`config.mk`:
```
export PLATFORM = sky130hd
export DESIGN_NAME = bus_wrr_sched
export DESIGN_NICKNAME = d
export VERILOG_FILES = /design/src/rtl/bus_sched_pkg.sv /design/src/rtl/rr_pick.sv /design/src/rtl/bus_wrr_sched.sv
export SDC_FILE = /design/constraint.sdc
export NUM_CORES = 1
export LEC_CHECK = 0
export CORE_MARGIN = 5
export CORE_UTILIZATION = 44
export DETAILED_ROUTE_END_ITERATION = 8
export PLACE_DENSITY = 0.78
export SYNTH_ARGS = -nofsm -noshare
export SYNTH_HDL_FRONTEND = slang
export SYNTH_SLANG_ARGS = --single-unit
```
`constraint.sdc`:
```
create_clock -name clk -period 6.85 [get_ports clk]
set_input_delay 1.0275 -clock clk [delete_from_list [all_inputs] [get_ports clk]]
set_output_delay 1.0275 -clock clk [all_outputs]
set_load 0.03 [all_outputs]
```
`src/rtl/bus_sched_pkg.sv`:
```
`default_nettype none
// +----------------------------------------------------------------------+
// | bus_sched_pkg : shared types and helpers for the bus WRR scheduler   |
// | Rev 1.0                                                              |
// +----------------------------------------------------------------------+
package bus_sched_pkg;

  typedef enum logic [1:0] {
    IDLE  = 2'd0,
    POP   = 2'd1,
    ROUTE = 2'd2,
    PUSH  = 2'd3
  } sched_state_t;

  localparam int ID_W      = 8;
  localparam int PKT_MAX_W = 256;

  // Packet is passed zero-extended so one function serves every pckg_sz.
  function automatic logic [ID_W-1:0] get_dest(input logic [PKT_MAX_W-1:0] pkt,
                                               input int unsigned         pkt_w);
    logic [PKT_MAX_W-1:0] sh;
    sh = pkt >> (pkt_w - ID_W);
    return sh[ID_W-1:0];
  endfunction

endpackage
`default_nettype wire

```
`src/rtl/rr_pick.sv`:
```
`default_nettype none
// +----------------------------------------------------------------------+
// | rr_pick : first set request at or after start, wrapping N-1 -> 0     |
// | Rev 1.0                                                              |
// +----------------------------------------------------------------------+
module rr_pick #(
  parameter int N  = 5,
  parameter int IW = (N > 1) ? $clog2(N) : 1
) (
  input  logic [N-1:0]  req_i,
  input  logic [IW-1:0] start_i,
  output logic          found_o,
  output logic [IW-1:0] idx_o
);

  localparam logic [IW-1:0] c_LAST = IW'(N - 1);

  logic [IW-1:0] cand;

  always_comb begin
    found_o = 1'b0;
    idx_o   = '0;
    cand    = start_i;
    for (int k = 0; k < N; k++) begin
      if (!found_o && req_i[cand]) begin
        found_o = 1'b1;
        idx_o   = cand;
      end
      cand = (cand == c_LAST) ? '0 : cand + IW'(1);
    end
  end

endmodule
`default_nettype wire

```
`src/rtl/bus_wrr_sched.sv`:
```
`default_nettype none
// +----------------------------------------------------------------------+
// | bus_wrr_sched : weighted round-robin packet bus scheduler            |
// | Optional broadcast delivery enabled by defining BUS_BCAST_EN.        |
// | Rev 1.0                                                              |
// +----------------------------------------------------------------------+
module bus_wrr_sched
  import bus_sched_pkg::*;
#(
  parameter int              drvrs     = 5,
  parameter int              pckg_sz   = 32,
  parameter logic [ID_W-1:0] broadcast = 8'hFF,
  parameter int              WGT_W     = 4
) (
  input  logic                             clk,
  input  logic                             reset,
  input  logic [drvrs-1:0]                 pndng,
  input  logic [drvrs-1:0][pckg_sz-1:0]    D_pop,
  input  logic [drvrs-1:0][WGT_W-1:0]      cfg_weight,
  output logic [drvrs-1:0]                 pop,
  output logic [drvrs-1:0]                 push,
  output logic [pckg_sz-1:0]               D_push,
  output logic [$clog2(drvrs)-1:0]         grant_id,
  output logic                             busy,
  output logic                             drop
);

  localparam int               IW     = $clog2(drvrs);
  localparam logic [IW-1:0]    c_LAST = IW'(drvrs - 1);
  localparam logic [drvrs-1:0] c_ONE  = drvrs'(1);
  localparam logic [WGT_W-1:0] c_W1   = WGT_W'(1);

  sched_state_t        state_q, state_d;
  logic [IW-1:0]       ptr_q, ptr_d, grant_q, grant_d, src_q, src_d;
  logic [WGT_W-1:0]    credit_q, credit_d;
  logic [pckg_sz-1:0]  pkt_q, pkt_d, dpush_q, dpush_d;
  logic [drvrs-1:0]    pop_q, pop_d, push_q, push_d, mask;
  logic                busy_q, busy_d, drop_q, drop_d, bad_dest;
  logic [IW-1:0]       start_w, pick_idx;
  logic                pick_found, keep;
  logic [ID_W-1:0]     dest;

  function automatic logic [IW-1:0] wrap_inc(input logic [IW-1:0] i);
    return (i == c_LAST) ? '0 : i + IW'(1);
  endfunction

  // Owner keeps the bus while it has credit and data; losing either moves the search past it.
  assign keep    = (credit_q != '0) && pndng[grant_q];
  assign start_w = (credit_q != '0) ? wrap_inc(grant_q) : ptr_q;

  rr_pick #(.N(drvrs), .IW(IW)) u_pick (
    .req_i   (pndng),
    .start_i (start_w),
    .found_o (pick_found),
    .idx_o   (pick_idx)
  );

  assign dest = get_dest(PKT_MAX_W'(pkt_q), pckg_sz);

  always_comb begin
    mask     = '0;
    bad_dest = 1'b0;
`ifdef BUS_BCAST_EN
    if (int'(dest) < drvrs)  mask = c_ONE << dest;
    else if (dest == broadcast) mask = ~(c_ONE << src_q);
    else                     bad_dest = 1'b1;
`else
    // The broadcast term folds away whenever the ID lies outside the device range.
    if (int'(dest) < drvrs && dest != broadcast) mask = c_ONE << dest;
    else                                         bad_dest = 1'b1;
`endif
  end

  always_comb begin
    state_d  = state_q;
    ptr_d    = ptr_q;
    credit_d = credit_q;
    grant_d  = grant_q;
    src_d    = src_q;
    pkt_d    = pkt_q;
    dpush_d  = dpush_q;
    pop_d    = '0;
    push_d   = '0;
    drop_d   = 1'b0;
    case (state_q)
      IDLE: begin
        if (pick_found) begin
          state_d = POP;
          if (!keep) begin
            grant_d  = pick_idx;
            ptr_d    = start_w;
            credit_d = (cfg_weight[pick_idx] == '0) ? c_W1 : cfg_weight[pick_idx];
          end
          pop_d = c_ONE << grant_d;
        end
      end
      POP: begin
        pkt_d    = D_pop[grant_q];
        src_d    = grant_q;
        credit_d = (credit_q == '0) ? '0 : credit_q - c_W1;
        if (credit_q <= c_W1) ptr_d = wrap_inc(grant_q);
        state_d  = ROUTE;
      end
      ROUTE: begin
        push_d  = mask;
        dpush_d = pkt_q;
        drop_d  = bad_dest;
        state_d = PUSH;
      end
      PUSH: state_d = IDLE;
      default: state_d = IDLE;
    endcase
    busy_d = (state_d != IDLE);
  end

  always_ff @(posedge clk) begin
    if (reset) begin
      state_q  <= IDLE;
      ptr_q    <= '0;
      credit_q <= '0;
      grant_q  <= '0;
      src_q    <= '0;
      pkt_q    <= '0;
      dpush_q  <= '0;
      pop_q    <= '0;
      push_q   <= '0;
      busy_q   <= 1'b0;
      drop_q   <= 1'b0;
    end else begin
      state_q  <= state_d;
      ptr_q    <= ptr_d;
      credit_q <= credit_d;
      grant_q  <= grant_d;
      src_q    <= src_d;
      pkt_q    <= pkt_d;
      dpush_q  <= dpush_d;
      pop_q    <= pop_d;
      push_q   <= push_d;
      busy_q   <= busy_d;
      drop_q   <= drop_d;
    end
  end

  assign pop      = pop_q;
  assign push     = push_q;
  assign D_push   = dpush_q;
  assign grant_id = grant_q;
  assign busy     = busy_q;
  assign drop     = drop_q;

endmodule
`default_nettype wire

```
==> flow_summary.ini, run 1 <==
[pwr]
switching_share_pct = 46.3
clkPwrFrac_pct = 13.1
ir_worst_vdd_uv = 203
power.switching_mw = 1.75
fin_total_pwr_mw = 3.77
power_frac_seq_pct = 19.9
power.internal_mw = 2.03
p_per_area_nw_per_um2 = 453
combinationalPowerShare_pct = 67.0
p_leak_nw = 2.98

[sta]
finalCritPeriodShare_pct = 87.0
max_slew_margin_pct = 32.7
slew_violations = 0
rsz0062_at_grt = no
finalWorstSetupSlack_ns = 0.890
worst_clock_skew_ns = 0.00976
period_minus_slack_ns = 5.96
hold_viol = 0
final-setup-viol-count = 0
whs_ns = 0.487
max_freq_mhz = 168
tns_ns = 0
tightest_slew_ns = 1.00

[place]
dp_hpwl_um = 15400
dp_worst_setup_slack_ns = 1.04
gp_congestion = 0.896
post-place-cells = 961
io_buffers = 233
place_area_um2 = 8030

[route]
vias_per_cell = 5.80
vias = 5667
drt_pass1_iterations = 7
drc_errors = 0
drtAntennaViolNets = 0
post_drt_wl_per_cell_um = 19.9
wirelength_um = 19400
drtIter0Drc = 487

[synth]
synth_compound_area_share_pct = 18.7
netlist_area_um2 = 5610
async_reset_ff_share_pct = 0
yosys_register_bits = 88
synth_edf_count = 0
yosys.area.top_type_share_pct = 31.4
synth_fa_ha_area_share_pct = 2.45
yosys_warnings = 0
synthFlopType = dfxtp_1
synth_cell_types = 81
synth-xor-area-share_pct = 0
netlist.top_cell.by_area = dfxtp_1
synth_top_family_by_area = multiplexers
synthMuxAreaShare_pct = 24.3
syn_avg_cell_area_um2 = 9.48
syn_inst = 592
synthSimpleGateAreaFrac_pct = 18.6
yosysSeqAreaShare_pct = 31.4
syn-num-nets = 790
ys_top_cells_by_area = dfxtp_1 31%, mux4_2 14%, mux2i_1 8.7%, nor2_1 6.3%, a221oi_1 5.0%

[setup_path]
path_cells = or4_4 > mux2i_4 > inv_2 > ha_1 > ha_1 > nor4b_1 > o31ai_1 > a21oi_1 > ha_1 > nand2_1 > o211ai_1 > nand3b_1 > a211oi_1 > a21boi_0 > a211o_1 > a21o_1 > mux2i_1 > o2bb2ai_1 > or4_1 > o22ai_1
arrival_ns = 6.22
critPathMaxFanout = 14
endpoint_kind = flip-flop
crit_top_cell = ha_1
critPathSlowestCell = or4_4
start_kind = flip-flop
cpPeakStageDelay_ns = 0.69
r2r-start = credit_q[0]$_SDFFE_PP0P_
required_ns = 7.11
worstSetupStartpoint = credit_q[0]$_SDFFE_PP0P_
timing.setup.critical_path_class = reg -> reg

[final_layout]
area_growth_pct = 48.5
finish.utilization_pct = 66.3
fill_cells = 1033
antenna_cells = 0
final_cell_area_um2 = 8340
nNetsFinal = 998
fin_cells = 977
drive_gt1_share_pct = 11.9

[floorplanning]
io_pins = 234
rows = 41
die_area_um2 = 15100
die_h_um = 123
core-area_um2 = 12600
initial_utilization_pct = 44.7
die_w_um = 123

[cts]
htree_levels = 3
postCtsHoldBufs = 0
path_clk_slew_ns = 0.07
cts_buffers = 9
clock-root-buffer = clkbuf_16
clk_latency_ns = 0.34
postCtsSetupBuffers = 0
clockBufferDepth = 2
cts_tree = done
ctsResizeCount = 0
clkSinkCount = 88

[run]
drv_cap = 0

[global_route]
antenna_found_initial = 0
grt_pass1_vias = 5774
grtUsageTotal_pct = 24.6
overflow = 0
grt_max_degree = 61
grt_pass1_wl_um = 29000

[hold_path]
hold_class = reg -> reg
hp-start = pkt_q[5]$_SDFFE_PP0P_

[outcome]
status = completed
## Yosys cell counts, drive strengths merged, types with 5 or more instances
cell type / count
dfxtp: 88
buf: 9
ha: 11
o21ai: 17
nand3: 12
nand2: 20
a21oi: 21
a21o: 6
inv: 15
mux2i: 50
clkbuf: 35
nor2: 94
mux2: 7
mux4: 34
a31oi: 5
a211oi: 6
nor3: 44
a221oi: 33
## state kept, by name, summed over array words and instances, names as in the netlist
register,cells
busy,1
D_push,32
push,5
ptr_q,3
state_q,2
grant_id,3
pkt_q,32
drop,1
pop,5
credit_q,4
## power groups by stage
stage               Combinational, mW  Sequential (mW)  Clock, mW
global placement                 2.45            0.748          0
global route                     2.72            0.769      0.525
finish                           2.53            0.751      0.494
CTS                              2.50            0.749      0.503
detailed placement               2.49            0.758          0
floorplan                        1.85            0.801          0
## area by class of cell
cell class / instances / area [µm²] / share of cell area, %
Timing Repair Buffer: 241 / 2390 / 28.6
Tap cell: 172 / 215 / 2.58
Multi-Input combinational cell: 443 / 3600 / 43.2
Clock buffer: 9 / 225 / 2.70
Inverter: 17 / 63.8 / 0.766
Sequential cell: 88 / 1760 / 21.2
Clock inverter: 7 / 77.6 / 0.931
## metal layers
layer,share of wire [%],vias up,wire length (µm),track usage [%]
li1,-,2679,-,-
met3,6.5,33,1260,5.44
met5,0,-,0,0
met4,2.6,0,503,7.70
met2,52,246,10100,44.3
met1,39,2709,7500,29.1
## final timing paths
kind | endpoint | slack, ns | depth (start not counted)
setup / recovery | credit_q[0]$_SDFFE_PP0P_ | 0.89 | 20
hold / removal | pkt_q[5]$_SDFFE_PP0P_ | 0.49 | 2
setup reg to reg | credit_q[0]$_SDFFE_PP0P_ | 0.89 | 20
hold reg to reg | pkt_q[5]$_SDFFE_PP0P_ | 0.49 | 2
## cells in the final DEF (no fill, tap or decap), drive strengths merged, types with 3 or more instances in the layout
| cell | synthesis | final |
|---|---|---|
| nand2b | 4 | 4 |
| mux2 | 7 | 7 |
| a2111oi | 3 | 3 |
| mux4 | 34 | 34 |
| o21ai | 17 | 17 |
| clkdlybuf4s50 | 0 | 232 |
| o22ai | 4 | 4 |
| and3 | 3 | 3 |
| nor2b | 4 | 4 |
| or4 | 4 | 4 |
| ha | 11 | 11 |
| o2bb2ai | 4 | 4 |
| nand3 | 12 | 12 |
| a211oi | 6 | 6 |
| clkbuf | 35 | 9 |
| clkinv | 2 | 4 |
| dfxtp | 88 | 88 |
| a31oi | 5 | 5 |
| a21oi | 21 | 21 |
| buf | 9 | 9 |
| and2 | 4 | 4 |
| nor3 | 44 | 44 |
| inv | 15 | 19 |
| a221oi | 33 | 33 |
| mux2i | 50 | 50 |
| nor2 | 94 | 94 |
| o211ai | 4 | 4 |
| or3 | 4 | 4 |
| or2 | 4 | 4 |
| nor4 | 3 | 3 |
| nor4b | 3 | 3 |
| a21o | 6 | 6 |
| nand2 | 20 | 20 |
## kinds of logic (layout without fill, tap and decap cells)
family                   after synthesis  in the layout
multiplexers                          91             91
buffers and inverters                 61            274
AO/OA/AOI/OAI                        130            130
AND/OR/NAND/NOR                      211            211
flip-flops                            88             88
adder cells (fa/ha/maj)               11             11
## worst max-delay path: cells and delay by family (launching register included)
kind                       cells  cell delay [ns]
buffers and inverters          1             0.10
muxes                          2             0.52
adders and majority gates      3             0.94
DFF                            1             0.39
AOI/OAI and AO/OA              9             2.13
and+or+nand+nor                5             1.82
(Power assumes the default switching activity.)
==> run 2, diff against run 1 <==
- REMOVE_ABC_BUFFERS: default -> 1
==> flow_summary.ini, run 2 (synthesis results as in run 1) <==
[route]
drt_pass1_iterations = 5
vias = 5828
post_drt_wl_per_cell_um = 21.4
drc_errors = 0
vias_per_cell = 5.96
drtAntennaViolNets = 0
wirelength_um = 20900
drtIter0Drc = 467

[floorplanning]
rows = 41
die_area_um2 = 15100
initial_utilization_pct = 44.7
io_pins = 234
die_w_um = 123
core-area_um2 = 12600
die_h_um = 123

[pwr]
p_per_area_nw_per_um2 = 454
power_frac_seq_pct = 19.8
ir_worst_vdd_uv = 409
power.internal_mw = 2.05
p_leak_nw = 2.98
switching_share_pct = 46.1
power.switching_mw = 1.75
combinationalPowerShare_pct = 67.2
clkPwrFrac_pct = 13.0

[place]
place_area_um2 = 8050
dp_hpwl_um = 16200
io_buffers = 233
gp_congestion = 0.934
dp_worst_setup_slack_ns = 0.850

[cts]
clkSinkCount = 88
cts_tree = done
htree_levels = 3
clock-root-buffer = clkbuf_16
ctsResizeCount = 0
cts_buffers = 9
clockBufferDepth = 2
postCtsHoldBufs = 0
postCtsSetupBuffers = 0
path_clk_slew_ns = 0.06
clk_latency_ns = 0.34

[setup_path]
path_cells = buf_4 > inv_1 > ha_1 > a21oi_1 > mux2i_4 > inv_2 > ha_1 > ha_1 > nor4b_1 > o31ai_1 > a21oi_1 > ha_1 > nand2_1 > o211ai_1 > nand3b_1 > and2_1 > a2111oi_4 > a21oi_1 > a31oi_2 > nand3_1 > a31o_1 > a311o_1 > a21oi_1
arrival_ns = 6.34
cpPeakStageDelay_ns = 0.43
cp_top_family = compound AO/OA/AOI/OAI gates
rr_worst_depth = 23
required_ns = 7.12
start_kind = flip-flop
rrSetupSlack_ns = 0.78
endpoint_kind = flip-flop
critPathMaxFanout = 17
r2r-start = grant_id[0]$_SDFFE_PP0N_
critPathSlowestCell = a21oi_1
timing.setup.critical_path_class = reg -> reg
cp_num_buf_inv = 3
r2r_end = credit_q[2]$_SDFFE_PP0P_

[global_route]
grt_pass1_wl_um = 31500
grt_max_degree = 51
grtUsageTotal_pct = 26.5
grt_pass1_vias = 5802
antenna_found_initial = 0
overflow = 0

[sta]
final-setup-viol-count = 0
max_slew_margin_pct = 59.8
finalCritPeriodShare_pct = 88.6
max_freq_mhz = 165
tightest_slew_ns = 0.604
tns_ns = 0
period_minus_slack_ns = 6.07
finalWorstSetupSlack_ns = 0.779
worst_clock_skew_ns = 0.00775
rsz0062_at_grt = no
hold_viol = 0
slew_violations = 0

[hold_path]
hp-start = pkt_q[8]$_SDFFE_PP0P_
hold_class = reg -> reg
hold_path_depth = 2
min_to = pkt_q[8]$_SDFFE_PP0P_

[run]
drv_cap = 0

[final_layout]
final_cell_area_um2 = 8350
layout_common_cells = 232 x clkdlybuf4s50_1, 94 x nor2_1, 86 x dfxtp_1, 49 x mux2i_1, 43 x nor3_1
nNetsFinal = 1000
area_growth_pct = 48.7
drive_gt1_share_pct = 11.8
layout_commonest_cell = clkdlybuf4s50_1
antenna_cells = 0

[outcome]
status = completed
==> run 2: cell types whose count changed in the layout (fill, tap and decap cells not counted) <==
cell | previous run | this run
clkbuf_1 | 0 | 2
buf_4 | 8 | 10
clkbuf_8 | 0 | 2
inv_8 | 1 | 0
inv_6 | 3 | 0
clkinv_2 | 2 | 0
clkinv_4 | 0 | 1
==> run 2: worst max path at each step <==
stage                                     to  cells after the start  slack, ns                startpoint
floorplan           credit_q[0]$_SDFFE_PP0P_                     20       0.32  grant_id[0]$_SDFFE_PP0N_
global placement    credit_q[0]$_SDFFE_PP0P_                     23       1.10  grant_id[0]$_SDFFE_PP0N_
detailed placement  credit_q[2]$_SDFFE_PP0P_                     23       0.85  grant_id[0]$_SDFFE_PP0N_
CTS                 credit_q[2]$_SDFFE_PP0P_                     23       0.82  grant_id[0]$_SDFFE_PP0N_
global route        credit_q[0]$_SDFFE_PP0P_                     23       0.29  grant_id[0]$_SDFFE_PP0N_
finish              credit_q[2]$_SDFFE_PP0P_                     23       0.78  grant_id[0]$_SDFFE_PP0N_
==> run 2: power by group through the flow <==
| stage | Combinational (mW) | Sequential, mW | Clock, mW |
|---|---|---|---|
| after global placement | 2.49 | 0.748 | 0 |
| after global routing | 2.76 | 0.770 | 0.531 |
| final | 2.55 | 0.751 | 0.493 |
| after CTS | 2.53 | 0.749 | 0.504 |
| after floorplan | 1.77 | 0.828 | 0 |
| after detailed placement | 2.52 | 0.758 | 0 |
==> run 2: worst min-delay path: stages, from the launching register on <==
cell and delay (ns):
dfxtp_1 0.31, nor2_1 0.08, nor3_1 0.05
==> run 2: stage by stage <==
| step | cells | utilization (%) | total power, mW | hold slack (ns) |
|---|---|---|---|---|
| after floorplan | 548 | - | 2.59 | 0.459 |
| after global placement | 963 | 64.0 | 3.24 | 0.467 |
| after detailed placement | 963 | 64.0 | 3.28 | 0.474 |
| after CTS | 978 | 66.4 | 3.79 | 0.483 |
| after global routing | 978 | 66.4 | 4.06 | 0.513 |
| final | 978 | 66.4 | 3.79 | 0.484 |
==> run 2: routing by layer <==
layer  vias to the layer above  track usage [%]  wire, µm
li1                       2692                -         -
met1                      2785             32.7      8240
met2                       296             43.8      9910
met3                        55             7.59      2020
met4                         0             10.3       714
met5                         -                0         0
==> run 2: final cells by class <==
cell class              instances  area, µm²
clock inverters                 2       38.8
clock buffers                  13        260
fillers                      1008       4220
inverters                      17       63.8
well taps                     172        215
repair buffers                243       2400
flip-flops and latches         88       1760
multi-input cells             443       3600
==> run 3, diff against run 2 <==
- CAP_MARGIN: default -> 40
==> results of run 3 <==
No change in the layout: final DEF, timing and power equal those of run 2.
